[src/rtl/ravenoc_pkg.sv]
// Flit encoding and receive-header helpers shared by the packet reassembler and the packet generator.
package ravenoc_pkg;

  localparam int RX_DATA_W = 32;
  localparam int RX_SIZE_W = 8;
  localparam int RX_X_W    = 2;
  localparam int RX_Y_W    = 2;

  typedef enum logic [1:0] {
    HEAD      = 2'd0,
    BODY      = 2'd1,
    TAIL      = 2'd2,
    HEAD_TAIL = 2'd3
  } flit_type_t;

  typedef struct packed {
    logic [RX_SIZE_W-1:0] pkt_size;
    logic [RX_X_W-1:0]    src_x;
    logic [RX_Y_W-1:0]    src_y;
  } s_rx_hdr_t;

  // Header fields sit at the top of the flit payload; the low bits are unused.
  function automatic s_rx_hdr_t get_rx_hdr(input logic [RX_DATA_W-1:0] data);
    s_rx_hdr_t h;
    h = data[RX_DATA_W-1 -: $bits(s_rx_hdr_t)];
    return h;
  endfunction

endpackage

[src/rtl/noc_pkt_reassembler.sv]
// Receive-side flit reassembler: checks head/body/tail framing, buffers one packet in flops
// and replays it as a valid/ready beat stream; malformed or orphan flits are dropped and counted.
//
// state | meaning
// IDLE  | waiting for a legal HEAD; everything else is dropped
// FILL  | writing BODY/TAIL payload into the buffer
// SEND  | replaying buffered beats downstream; input stalled
module noc_pkt_reassembler #(
  parameter int FLIT_DATA_WIDTH = 32,
  parameter int MAX_PKT_FLITS   = 16,
  parameter int X_WIDTH         = 2,
  parameter int Y_WIDTH         = 2,
  parameter int PKT_SIZE_WIDTH  = 8
) (
  input  logic                       clk_axi,
  input  logic                       arst_axi,
  input  logic                       in_valid,
  input  logic [1:0]                 in_type,
  input  logic [FLIT_DATA_WIDTH-1:0] in_data,
  output logic                       in_ready,
  output logic                       out_valid,
  output logic [FLIT_DATA_WIDTH-1:0] out_data,
  output logic                       out_last,
  output logic [X_WIDTH-1:0]         out_src_x,
  output logic [Y_WIDTH-1:0]         out_src_y,
  output logic [PKT_SIZE_WIDTH-1:0]  out_len,
  output logic                       out_err,
  input  logic                       out_ready,
  output logic [7:0]                 drop_cnt
);
  import ravenoc_pkg::*;

  localparam int FW    = FLIT_DATA_WIDTH;
  localparam int SW    = PKT_SIZE_WIDTH;
  localparam int IDX_W = (MAX_PKT_FLITS > 1) ? $clog2(MAX_PKT_FLITS) : 1;
  localparam int PTR_W = $clog2(MAX_PKT_FLITS + 1);

  typedef enum logic [1:0] {IDLE, FILL, SEND} state_t;

  state_t             state_q, state_d;
  logic [PTR_W-1:0]   wr_ptr_q, wr_ptr_d;
  logic [PTR_W-1:0]   rd_ptr_q, rd_ptr_d;
  logic [SW-1:0]      len_q, len_d;
  logic [X_WIDTH-1:0] src_x_q, src_x_d;
  logic [Y_WIDTH-1:0] src_y_q, src_y_d;
  logic               err_q, err_d;
  logic [7:0]         drop_cnt_q, drop_cnt_d;
  logic               rdy_en_q;
  logic [FW-1:0]      buf_q [MAX_PKT_FLITS];

  flit_type_t         ftype;
  logic [SW-1:0]      hdr_size;
  logic [X_WIDTH-1:0] hdr_x;
  logic [Y_WIDTH-1:0] hdr_y;
  logic               hdr_ok;
  logic               accept;
  logic               buf_we;
  logic               drop_evt;
  logic [SW-1:0]      wr_inc;

  assign ftype    = flit_type_t'(in_type);
  assign hdr_size = in_data[FW-1 -: SW];
  assign hdr_x    = in_data[FW-1-SW -: X_WIDTH];
  assign hdr_y    = in_data[FW-1-SW-X_WIDTH -: Y_WIDTH];
  assign hdr_ok   = (hdr_size != '0) && (hdr_size <= SW'(MAX_PKT_FLITS));
  assign wr_inc   = SW'(wr_ptr_q) + SW'(1);

  // rdy_en_q keeps in_ready low while reset is held and for the first edge after release.
  assign in_ready  = rdy_en_q && (state_q != SEND);
  assign accept    = in_valid && in_ready;
  assign out_valid = (state_q == SEND);
  assign out_data  = out_valid ? buf_q[rd_ptr_q[IDX_W-1:0]] : '0;
  assign out_last  = out_valid && (SW'(rd_ptr_q) == len_q - SW'(1));
  assign out_len   = len_q;
  assign out_src_x = src_x_q;
  assign out_src_y = src_y_q;
  assign out_err   = err_q;
  assign drop_cnt  = drop_cnt_q;

  always_comb begin
    state_d  = state_q;
    wr_ptr_d = wr_ptr_q;
    rd_ptr_d = rd_ptr_q;
    len_d    = len_q;
    src_x_d  = src_x_q;
    src_y_d  = src_y_q;
    err_d    = err_q;
    buf_we   = 1'b0;
    drop_evt = 1'b0;
    unique case (state_q)
      IDLE: begin
        if (accept) begin
          if (ftype == HEAD && hdr_ok) begin
            state_d  = FILL;
            wr_ptr_d = '0;
            len_d    = hdr_size;
            src_x_d  = hdr_x;
            src_y_d  = hdr_y;
            err_d    = 1'b0;
          end else begin
            drop_evt = 1'b1;
          end
        end
      end
      FILL: begin
        if (accept) begin
          if (ftype == HEAD || ftype == HEAD_TAIL) begin
            // An intruding header truncates the packet to what was already buffered.
            drop_evt = 1'b1;
            err_d    = 1'b1;
            len_d    = SW'(wr_ptr_q);
            state_d  = (wr_ptr_q == '0) ? IDLE : SEND;
          end else begin
            buf_we   = 1'b1;
            wr_ptr_d = wr_ptr_q + PTR_W'(1);
            if (wr_inc == len_q) begin
              state_d = SEND;
              err_d   = (ftype != TAIL);
            end else if (ftype == TAIL) begin
              state_d = SEND;
              err_d   = 1'b1;
              len_d   = wr_inc;
            end
          end
        end
      end
      SEND: begin
        if (out_ready) begin
          if (out_last) begin
            rd_ptr_d = '0;
            state_d  = IDLE;
          end else begin
            rd_ptr_d = rd_ptr_q + PTR_W'(1);
          end
        end
      end
      default: state_d = IDLE;
    endcase
    drop_cnt_d = (drop_evt && drop_cnt_q != 8'hFF) ? drop_cnt_q + 8'd1 : drop_cnt_q;
  end

  always_ff @(posedge clk_axi or negedge arst_axi) begin
    if (!arst_axi) begin
      state_q    <= IDLE;
      wr_ptr_q   <= '0;
      rd_ptr_q   <= '0;
      len_q      <= '0;
      src_x_q    <= '0;
      src_y_q    <= '0;
      err_q      <= 1'b0;
      drop_cnt_q <= '0;
      rdy_en_q   <= 1'b0;
    end else begin
      state_q    <= state_d;
      wr_ptr_q   <= wr_ptr_d;
      rd_ptr_q   <= rd_ptr_d;
      len_q      <= len_d;
      src_x_q    <= src_x_d;
      src_y_q    <= src_y_d;
      err_q      <= err_d;
      drop_cnt_q <= drop_cnt_d;
      rdy_en_q   <= 1'b1;
    end
  end

  always_ff @(posedge clk_axi or negedge arst_axi) begin
    if (!arst_axi) begin
      for (int i = 0; i < MAX_PKT_FLITS; i++) buf_q[i] <= '0;
    end else if (buf_we) begin
      buf_q[wr_ptr_q[IDX_W-1:0]] <= in_data;
    end
  end

endmodule

[config.mk]
export PLATFORM = sky130hd
export DESIGN_NAME = noc_pkt_reassembler
export DESIGN_NICKNAME = d
export VERILOG_FILES = /design/src/rtl/ravenoc_pkg.sv /design/src/rtl/noc_pkt_reassembler.sv
export SDC_FILE = /design/constraint.sdc
export NUM_CORES = 1
export LEC_CHECK = 0
export ABC_CLOCK_PERIOD_IN_PS = 3600
export CORE_AREA = 4 4 210 417
export DETAILED_ROUTE_END_ITERATION = 10
export DIE_AREA = 0 0 214 421
export GPL_TIMING_DRIVEN = 0
export PLACE_DENSITY_LB_ADDON = 0.08
export SLEW_MARGIN = 10
export SYNTH_ARGS = -nofsm -noshare
export SYNTH_HDL_FRONTEND = slang
export SYNTH_SLANG_ARGS = --single-unit
[constraint.sdc]
create_clock -name clk_axi -period 3.6 [get_ports clk_axi]
set_clock_uncertainty 0.05 [all_clocks]
set_input_delay 0.72 -clock clk_axi [delete_from_list [all_inputs] [get_ports clk_axi]]
set_output_delay 0.72 -clock clk_axi [all_outputs]
set_load 0.02 [all_outputs]
# == After elaboration in Yosys (flattened, before gate mapping) ==
# Cells that the tools add are included.
# op_classes
muxes,45
eq_ne,18
n_reduce_logical,19
bitwise_logic,2
n_addsub,5
n_lt_le_gt_ge,4
# ops
cell,count
bitwise mux 512 bit,1
binary-select mux 32 bit (select 4 bit),1
demux 32 bit (select 4 bit),1
2-to-1 mux 32 bit,4
2-to-1 mux 8 bit,6
2-to-1 mux 5 bit,5
2-to-1 mux 2 bit,9
case mux 8 bit (2 select lines),1
2-to-1 mux 1 bit,13
"!= test 2 bit, second input constant",6
AND reduction 6 bit,2
"adder 5 x 1 -> 5 bit, second input constant",2
"greater-or-equal comparator 5 bit, second input constant",2
NOT 4 -> 5 bit,2
case mux 5 bit (2 select lines),1
AND reduction 5 bit,2
"adder 8 x 1 -> 8 bit, second input constant",1
equality test 5 x 8 -> 1 bit,1
equality test 6 x 8 -> 1 bit,1
"<= comparator 8 x 5 -> 1 bit, second input constant",1
"!= test 8 bit, second input constant",1
nonzero test 8 bit,1
"subtractor 8 x 1 -> 8 bit, second input constant",1
logical AND 1 bit,7
15 further kinds,21
# totals
output_inout_bits,56
register_bits,546
input_bits,38
elab_cells,118

# == Logic depth before layout (Yosys ltp) ==
# Gate-level depths: netlist (run 1).
# depth
word_depth,7
mapped_depth,9
mapped_depth_nobuf,8

# == Worst setup path before layout (run 1) ==
# No wires, ideal clock.
# synth_path
kind,register to output
start,register rd_ptr_q[0]
end,output port out_data[24]
path_slack_ns,0.632
stages_incl_launch_ff,6
path_buffers,2
t_arrival_ns,2.198
t_required_ns,2.830
cell_sequence,dfrtp_1 > clkbuf_1 > buf_1 > mux4_2 > mux4_2 > and2_1
# synth_between
elab_chain_cells,5
# synth_lines
item,line_no,text
from (decl),noc_pkt_reassembler.sv:42,"logic [PTR_W-1:0] rd_ptr_q, rd_ptr_d;"
from (signal assigned),noc_pkt_reassembler.sv:156,rd_ptr_q <= rd_ptr_d;
NOT 4 -> 5 bit (not written as such),noc_pkt_reassembler.sv:72,assign out_data = out_valid ? buf_q[rd_ptr_q[IDX_W-1:0]] : '0;
binary-select mux 32 bit (select 4 bit),noc_pkt_reassembler.sv:72,
2-to-1 mux 32 bit (not written as such) (2 in series),noc_pkt_reassembler.sv:72,
2-to-1 mux 32 bit,noc_pkt_reassembler.sv:72,
to (decl),noc_pkt_reassembler.sv:22,"output logic [FLIT_DATA_WIDTH-1:0] out_data,"
# No other way between the ends. The select of a mux whose other input is x is not followed.

# == Worst setup path after layout (run 1) ==
# layout_path
start,register rd_ptr_q[0]
end,output port out_data[23]
# The elaborated chain is that of the path after synthesis.

==> flow_metrics.py, run 1 <==
metrics = {
    "run_status": {
        "status": "finished with violations",
        "violations": "negative setup slack",
    },
    "drt": {
        "drt_iter0_drc": 721,
        "dr.max_layer_used": "met5",
        "drcViolationCount": 0,
        "drt-total-wl_um": 82400,
        "wl_met2_um": 45600,
        "firstDrtPassIters": 4,
        "vias": 14700,
        "met1_length_um": 31500,
        "vias_per_cell": 5.07,
        "ant_nets": 0,
        "wl_met3_um": 2320,
        "wl_per_cell_um": 28.5,
    },
    "timing": {
        "hold_violations": 0,
        "setup_viol": 30,
        "max_freq_ghz": 0.266,
        "relSlewSlack_pct": 20.7,
        "tightest_slew_ps": 1190,
        "period_share_pct": 104,
        "timing.final.crit_period_ps": 3760,
        "worst_slack_ps": -159,
        "slew_violations": 0,
        "rsz0062_at_grt": "true",
    },
    "synth": {
        "yosys-top-cells-count": "dfrtp_1 (546), mux2_2 (458), mux4_2 (160)",
        "synthArstFlopShare_pct": 100,
        "synth.yosys.seq_area_share_pct": 54.2,
        "yosys.cell_count.top_type": "dfrtp_1",
        "yosys.area.top_type": "dfrtp_1",
        "synth.cell_area_um2": 25200,
        "yosysTopAreaCellShare_pct": 54.2,
        "synth_edf_count": 0,
        "syn-num-nets": 1636,
        "synth_cells": 1588,
        "yosys_warnings": 0,
        "synth.avg_cell_area_um2": 15.9,
        "ys_ff_latch": 546,
        "yosys_most_used_dff": "dfrtp_1",
        "netlist_top_cells_area": "dfrtp_1 (54%), mux2_2 (20%), mux4_2 (14%)",
        "synth.distinct_cells": 49,
    },
    "pwr": {
        "sw_frac_of_total_pct": 30.3,
        "power_switching_mw": 5.42,
        "p_leak_nw": 14.5,
        "power.total_mw": 17.9,
        "seqPwrFrac_pct": 37.8,
        "p_comb_share_pct": 28.0,
        "p_per_area_nw_per_um2": 584,
        "p_clk_share_pct": 34.2,
        "power.internal_mw": 12.5,
        "vdd_drop_max_uv": 315,
    },
    "floorplanning": {
        "die_x_um": 214,
        "initial_core_util_pct": 29.9,
        "ios": 94,
        "die_y_um": 421,
        "core_region_area_um2": 84500,
        "dieArea_um2": 90100,
        "core.rowCount": 151,
    },
    "finish": {
        "fin_cells": 2895,
        "area_delta_synth_final_pct": 21.5,
        "layout-drive-gt1-share_pct": 51.0,
        "antenna_cells": 0,
        "nNetsFinal": 1831,
        "finalInstanceArea_um2": 30600,
    },
    "critical_path": {
        "required_ps": 2830,
        "crit_chain": "buf_6 > buf_12 > buf_12 > buf_16 > buf_12 > mux4_2 > mux4_2 > and2_4 > buf_6",
        "crit_fanout": 6,
        "slowest_delay_ps": 510,
        "cp_common_cell": "buf_12",
        "startpoint_type": "flip-flop",
        "crit_path_end_kind": "output port",
        "cp_slowest_cell": "mux4_2",
        "path_class": "reg -> out",
        "arrival_ps": 2990,
    },
    "flow_run": {
        "maxCapViolCount": 0,
    },
    "clocking": {
        "clock-root-buffer": "clkbuf_16",
        "cts_buffers": 54,
        "clock_path_buffers": 3,
        "htree_num_levels": 2,
        "clk_latency_ps": 590,
        "clock_sinks": 546,
        "clkSlewWorstSetupHoldPaths_ps": 60,
        "cts_hold_buf": 0,
        "cts_tree": "done",
    },
    "global_routing": {
        "grt-ovfl-total": 0,
        "grt_pass1_wl_um": 120000,
        "grt_usage_pct": 18.2,
        "grt_pass1_vias": 16400,
        "grt_max_degree": 104,
        "antenna_found_initial": 1,
    },
    "placed_design": {
        "port_buffers": 92,
        "dp_cells": 2757,
        "gp_congestion": 0.760,
        "dpl.hpwl_um": 54600,
        "placed_cell_area_um2": 27600,
        "pre_cts_ws_ps": -1300,
    },
    "min_path": {
        "hp-class": "in -> async",
    },
}
[registers in the layout (all words and copies together) (netlist names)]
register	count
buf_q	512
drop_cnt	8
out_err	1
out_len	8
out_src_x	2
out_src_y	2
rd_ptr_q	5
rdy_en_q	1
state_q	2
wr_ptr_q	5
[area by class of cell]
cell class | instances | area [um2]
well taps | 1071 | 1340
plain buffers | 133 | 960
flip-flops and latches | 546 | 13700
fillers | 7975 | 53800
multi-input cells | 897 | 11000
clock buffers | 81 | 1610
repair buffers | 143 | 1760
inverters | 8 | 33.8
clock inverters | 16 | 259
[cells by family after synthesis]
family / Yosys count / synth area share, %
muxes: 684 / 37.7
AOI/OAI and AO/OA: 31 / 0.739
adders and majority gates: 10 / 0.496
and+or+nand+nor: 145 / 3.31
other: 1 / 0.0149
DFF: 546 / 54.2
buffers and inverters: 145 / 2.63
xor gates and xnor gates: 26 / 0.903
[layout by cell type (no fill, tap or decap), types with 7 or more instances in the layout]
cell	instances
clkbuf_2	11
mux2_1	59
xor2_1	8
o21ai_0	7
clkdlybuf4s50_1	58
dfrtp_1	543
nand2_1	21
buf_6	46
a21oi_1	10
mux2_2	458
clkinv_2	8
and2_4	32
nand4_1	8
clkbuf_16	58
xnor2_1	18
inv_1	7
nor2_1	18
clkbuf_1	52
nand3_1	14
buf_12	19
mux4_2	160
buf_4	21
bufinv_16	7
clkbuf_8	16
ha_1	10
buf_16	15
buf_2	49
[worst max-delay path, delay by kind of cell (launching register included)]
family	cells	cell delay, ps
buffers and inverters	6	760
flip-flops	1	430
multiplexers	2	1010
AND/OR/NAND/NOR	1	180
[repair_timing]
| action | CTS | global route |
|---|---|---|
| gates cloned | 8 | 1 |
| buffers inserted | 32 | 11 |
| endpoints found under the setup margin | 113 | 109 |
| pin swaps | 1 | 2 |
| resized for setup | 364 | 39 |
[power groups by stage]
stage	clock network (mW)	registers [mW]	logic (mW)
final	6.12	6.76	5.00
after global routing	6.53	6.81	5.31
after CTS	6.33	6.77	5.22
after global placement	0	6.88	3.84
after detailed placement	0	6.88	3.90
after floorplan	0	6.86	2.19
[per-layer routing]
metal / up-vias / track usage [%]
li1: 6283 / -
met3: 119 / 2.04
met1: 8038 / 21.1
met4: 2 / 6.05
met2: 246 / 34.5
met5: - / 0
[stage by stage]
step / utilization [%] / hold WS [ps] / TNS, ps
6_report: 36.3 / 80.3 / -2410
5_1_grt: 36.3 / 126 / -5200
4_1_cts: 36.2 / 77.5 / -5570
3_5_place_dp: 32.7 / 420 / -225940
3_3_place_gp: 32.5 / 412 / -
2_1_floorplan: - / 374 / 0
[path summary, 6_finish.rpt]
check,startpoint,endpoint,depth (start not counted),slack [ps]
worst max-delay path,rd_ptr_q[0]$_DFFE_PN0P_,out_data[23],9,-160
worst min-delay path,arst_axi,buf_q[146]$_DFFE_PN0P_,1,80
worst max register to register,state_q[1]$_DFFE_PN0P_,buf_q[23]$_DFFE_PN0P_,6,500
worst min register to register,buf_q[388]$_DFFE_PN0P_,buf_q[388]$_DFFE_PN0P_,1,430
max in group asynchronous,arst_axi,buf_q[384]$_DFFE_PN0P_,5,970
min in group clk_axi,buf_q[388]$_DFFE_PN0P_,buf_q[388]$_DFFE_PN0P_,1,430
Power figures use the tool's default switching activity.
==> run 2, diff against run 1 <==
- SETUP_SLACK_MARGIN: not set -> 0.5
==> run 2 against run 1 <==
Effect of this change:
- the run still ends with negative setup slack left
- register-to-register slack better by 80 ps
- worst setup slack gained 7.1 ps
- critical endpoint is now out_data[6]
- sequential cell count did not move
- non-clock buffer count rose by 3
- critical path type unchanged
- sequential power about the same
- core utilization rose by 0.35 points
- worst hold slack got worse by 3.4 ps
- sequential share of layout area down 0.43 points
- critical path depth is the same
- power is 0.60% higher
- final area grew 0.96%
==> flow_metrics.py, run 2 (synthesis gave the netlist of run 1 again) <==
metrics = {
    "run_status": {
        "status": "finished with violations",
        "violations": "negative setup slack",
    },
    "flow_run": {
        "maxCapViolCount": 0,
    },
    "timing": {
        "relSlewSlack_pct": 47.5,
        "hold_violations": 0,
        "max_freq_ghz": 0.267,
        "timing.final.crit_period_ps": 3750,
        "slew_violations": 0,
        "setup_viol": 32,
        "rsz0062_at_grt": "true",
        "period_share_pct": 104,
        "worst_slack_ps": -152,
        "tightest_slew_ps": 788,
    },
    "global_routing": {
        "grt_pass1_vias": 16500,
        "grt_pass1_wl_um": 121000,
        "grt-ovfl-total": 0,
        "grt_usage_pct": 18.2,
        "antenna_found_initial": 1,
        "grt_max_degree": 104,
    },
    "clocking": {
        "cts_hold_buf": 0,
        "clock_sinks": 546,
        "clock_path_buffers": 3,
        "clk_latency_ps": 590,
        "cts_buffers": 54,
        "cts_tree": "done",
        "clock-root-buffer": "clkbuf_16",
        "htree_num_levels": 2,
        "clkSlewWorstSetupHoldPaths_ps": 70,
    },
    "drt": {
        "drcViolationCount": 0,
        "dr.max_layer_used": "met5",
        "firstDrtPassIters": 7,
        "ant_nets": 0,
        "drt_iter0_drc": 648,
        "drt-total-wl_um": 82300,
        "vias_per_cell": 5.11,
        "met1_length_um": 31900,
        "wl_per_cell_um": 28.4,
        "vias": 14800,
        "wl_met3_um": 1840,
        "wl_met2_um": 45500,
    },
    "finish": {
        "largest_register_ffs": 512,
        "top_register": "buf_q",
        "utilization_pct": 36.6,
        "fin_cells": 2898,
        "area_delta_synth_final_pct": 22.7,
        "layout-drive-gt1-share_pct": 51.9,
        "antenna_cells": 0,
        "fill_cells": 7962,
        "nNetsFinal": 1834,
        "mostFrequentLayoutCell": "dfrtp_1",
        "layout_common_cells": "dfrtp_1 (544), mux2_2 (458), mux4_2 (160)",
    },
    "placed_design": {
        "dp_cells": 2757,
        "gp_congestion": 0.760,
        "pre_cts_ws_ps": -1300,
        "port_buffers": 92,
        "dpl.hpwl_um": 54600,
    },
    "floorplanning": {
        "ios": 94,
        "initial_core_util_pct": 29.9,
        "core.rowCount": 151,
        "dieArea_um2": 90100,
        "die_y_um": 421,
        "die_x_um": 214,
        "core_region_area_um2": 84500,
    },
    "critical_path": {
        "crit_path_end_kind": "output port",
        "crit_fanout": 8,
        "crit_chain": "clkbuf_16 > buf_12 > buf_16 > buf_12 > buf_16 > mux4_2 > mux4_2 > and2_4 > buf_6",
        "cp.depth": 9,
        "cp_slowest_cell": "mux4_2",
        "r2r_slack_ps": 580,
        "path_class": "reg -> out",
        "slowest_delay_ps": 510,
        "required_ps": 2830,
        "r2r_end": "buf_q[23]$_DFFE_PN0P_",
        "reg2reg_from": "state_q[1]$_DFFE_PN0P_",
        "arrival_ps": 2980,
        "crit_family": "multiplexers",
        "r2r_cells": 6,
        "crit_buf_inv": 6,
        "startpoint_type": "flip-flop",
    },
    "pwr": {
        "p_per_area_nw_per_um2": 582,
        "power.internal_mw": 12.5,
        "vdd_drop_max_uv": 315,
        "sw_frac_of_total_pct": 30.3,
        "power.total_mw": 18.0,
        "p_comb_share_pct": 28.5,
        "power_switching_mw": 5.45,
        "seqPwrFrac_pct": 37.5,
        "p_leak_nw": 14.6,
        "p_clk_share_pct": 34.0,
    },
    "min_path": {
        "hp-class": "in -> async",
    },
}
-- run 2: worst max-delay path by stage --
stage | start | to | slack (ps)
after floorplan | rd_ptr_q[0]$_DFFE_PN0P_ | out_data[24] | 630
after global placement | arst_axi | buf_q[133]$_DFFE_PN0P_ | -23020
after global routing | rd_ptr_q[0]$_DFFE_PN0P_ | out_data[11] | -250
after CTS | rd_ptr_q[0]$_DFFE_PN0P_ | out_data[6] | -200
after detailed placement | rd_ptr_q[1]$_DFFE_PN0P_ | out_data[30] | -1300
final | rd_ptr_q[0]$_DFFE_PN0P_ | out_data[6] | -150
-- run 2: through the flow --
stage / hold slack (ps) / area (um2) / setup TNS (ps)
after global routing: 126 / 30900 / -5770
after CTS: 77.5 / 30900 / -4540
after floorplan: 374 / 25200 / 0
after detailed placement: 420 / 27600 / -225940
final: 76.9 / 30900 / -2880
after global placement: 412 / 27500 / -
-- run 2: cell type report --
cell class	instances	area [um2]	area share (%)
Sequential cell	546	13700	44.2
Clock buffer	81	1610	5.22
Inverter	8	33.8	0.109
Tap cell	1071	1340	4.33
Buffer	137	1120	3.62
Clock inverter	16	259	0.837
Timing Repair Buffer	142	1810	5.84
Multi-Input combinational cell	897	11100	35.9
-- run 2: metal layers --
| layer | global-route usage (%) | up-vias |
|---|---|---|
| li1 | - | 6284 |
| met1 | 21.3 | 8137 |
| met2 | 34.8 | 253 |
| met3 | 1.83 | 122 |
| met4 | 6.12 | 2 |
| met5 | 0 | - |
-- run 2: worst register-to-register path, stage by stage (launching register included) --
cell and delay (ps):
dfrtp_1 420, nand2b_1 280, nor2_1 380, nand3_1 310, nor2_2 530, buf_2 520
mux2_2 420
-- run 2: repair_timing --
action                     in CTS  in global routing
setup buffers                  32                  3
gates cloned                    9                  0
pin swaps                      12                  4
setup endpoints to repair     484                360
gates resized for setup       431                 15
hold endpoints to repair        0                  0
-- run 2: power by group through the flow --
stage	Combinational, mW	Sequential, mW	Clock, mW
2_1_floorplan	2.19	6.86	0
3_3_place_gp	3.84	6.88	0
3_5_place_dp	3.90	6.88	0
4_1_cts	5.21	6.75	6.33
5_1_grt	5.43	6.80	6.53
6_report	5.12	6.75	6.12
==> run 3, diff against run 2 <==
- GPL_ROUTABILITY_DRIVEN: not set -> 0
- SLEW_MARGIN: 10 -> not set
==> run 3 against run 2 <==
Effect of this change:
- the run still ends with negative setup slack left
- sequential share of layout area down 0.27 points
- final area grew 0.61%
- final cell count rose by 0.48%
- worst hold slack got worse by 34 ps
- non-clock buffer count grew 13
- critical path type unchanged
- critical endpoint is now out_data[30]
- largest cell class unchanged
- highest routed layer unchanged
==> flow_metrics.py, run 3 (synthesis gave the netlist of run 1 again) <==
metrics = {
    "drt": {
        "drcViolationCount": 0,
        "vias": 14900,
        "firstDrtPassIters": 4,
        "wl_per_cell_um": 28.5,
        "drt_iter0_drc": 669,
        "drt-total-wl_um": 83000,
        "ant_nets": 0,
        "vias_per_cell": 5.13,
    },
    "pwr": {
        "vdd_drop_max_uv": 376,
        "p_per_area_nw_per_um2": 581,
        "power.total_mw": 18.1,
        "p_leak_nw": 14.7,
    },
    "floorplanning": {
        "dieArea_um2": 90100,
        "core_region_area_um2": 84500,
        "core.rowCount": 151,
        "initial_core_util_pct": 29.9,
        "die_y_um": 421,
        "ios": 94,
        "die_x_um": 214,
    },
    "min_path": {
        "hp-class": "in -> async",
    },
    "placed_design": {
        "placed_cell_area_um2": 27600,
        "pre_cts_ws_ps": -1320,
        "port_buffers": 92,
        "dp_cells": 2757,
        "dpl.hpwl_um": 54600,
    },
    "finish": {
        "fill_cells": 7911,
        "fin_cells": 2912,
        "antenna_cells": 0,
        "layout-drive-gt1-share_pct": 52.4,
        "largest_register_ffs": 512,
        "area_delta_synth_final_pct": 23.5,
        "layout_common_cells": "dfrtp_1 (544), mux2_2 (458), mux4_2 (160)",
        "finalInstanceArea_um2": 31100,
        "mostFrequentLayoutCell": "dfrtp_1",
        "nNetsFinal": 1847,
        "top_register": "buf_q",
    },
    "timing": {
        "slew_violations": 0,
        "fin_setup_tns_ps": -2110,
        "setup_viol": 32,
        "worst_slack_ps": -141,
        "timing.final.crit_period_ps": 3740,
        "rsz0062_at_grt": "true",
        "tightest_slew_ps": 822,
        "hold_violations": 0,
        "max_freq_ghz": 0.267,
        "period_share_pct": 104,
        "relSlewSlack_pct": 45.2,
    },
    "global_routing": {
        "grt_pass1_wl_um": 121000,
        "grt_max_degree": 124,
        "grt-ovfl-total": 0,
        "grt_pass1_vias": 16600,
        "antenna_found_initial": 2,
        "grt_usage_pct": 18.3,
    },
    "clocking": {
        "clkSlewWorstSetupHoldPaths_ps": 70,
        "clk_latency_ps": 600,
        "clock-root-buffer": "clkbuf_16",
        "htree_num_levels": 2,
        "clock_path_buffers": 3,
        "cts_buffers": 54,
        "clock_sinks": 546,
        "cts_tree": "done",
    },
    "critical_path": {
        "startpoint_type": "flip-flop",
        "r2r_cells": 6,
        "required_ps": 2830,
        "crit_start": "rd_ptr_q[0]$_DFFE_PN0P_",
        "path_class": "reg -> out",
        "arrival_ps": 2970,
        "crit_path_end_kind": "output port",
        "crit_fanout": 8,
        "reg2reg_from": "state_q[0]$_DFFE_PN0P_",
    },
    "flow_run": {
        "maxCapViolCount": 0,
    },
    "run_status": {
        "status": "finished with violations",
        "violations": "negative setup slack",
    },
}
## run 3: cell count changes in the layout (fill, tap and decap cells not counted), sizes merged
cell    before  now
buf        158  175
clkbuf     143  140
clkinv       8   11
bufinv       7    5
bufbuf       1    0
## run 3: worst max-delay path: stages (launching register included)
cell     delay, ps
dfrtp_1        380
buf_8          160
buf_16         180
buf_12         120
buf_16         140
mux4_2         530
mux4_2         520
and2_4         200
buf_6          130
## run 3: cell type report
type                    instances  area, um2  area share [%]
clock inverters                17        214           0.687
clock buffers                  81       1620            5.22
plain buffers                 137       1130            3.62
flip-flops and latches        546      13700            43.9
repair buffers                155       2000            6.41
well taps                    1071       1340            4.31
inverters                       8       33.8           0.109
multi-input cells             897      11100            35.8
## run 3: through the flow
stage	utilization (%)	hold WS (ps)
CTS	36.7	9.56
detailed placement	32.7	420
finish	36.9	43.0
global placement	32.5	412
floorplan	-	374
global route	36.9	45.5
## run 3: layer usage
metal	vias to the layer above	global-route usage (%)	part of all wire, %
met2	272	34.7	55
li1	6320	-	-
met3	137	2.14	2.5
met4	2	7.25	4.4
met1	8196	20.9	38
met5	-	0	0.016
## run 3: repair_timing
action | 4_1_cts | 5_1_grt
endpoints found under the hold margin | 43 | 0
hold buffers | 1 | 0
pin swaps | 13 | 2
resized for setup | 437 | 41
cloned | 9 | 0
setup buffers | 44 | 3
endpoints found under the setup margin | 465 | 350
## run 3: report_power, final
group | leakage [nW] | internal, mW | total [mW] | switching [mW]
clock | 0.917 | 3.46 | 6.01 | 2.55
combinational | 6.21 | 2.59 | 5.33 | 2.73
sequential | 7.56 | 6.49 | 6.75 | 0.262
total | 14.7 | 12.5 | 18.1 | 5.54
## run 3: final timing paths
path	endpoint	slack [ps]
worst max-delay path	out_data[30]	-140
worst min-delay path	buf_q[144]$_DFFE_PN0P_	40
worst max register to register	buf_q[400]$_DFFE_PN0P_	630
worst min register to register	buf_q[298]$_DFFE_PN0P_	430
max in group asynchronous	buf_q[191]$_DFFE_PN0P_	1300
min in group clk_axi	buf_q[298]$_DFFE_PN0P_	430
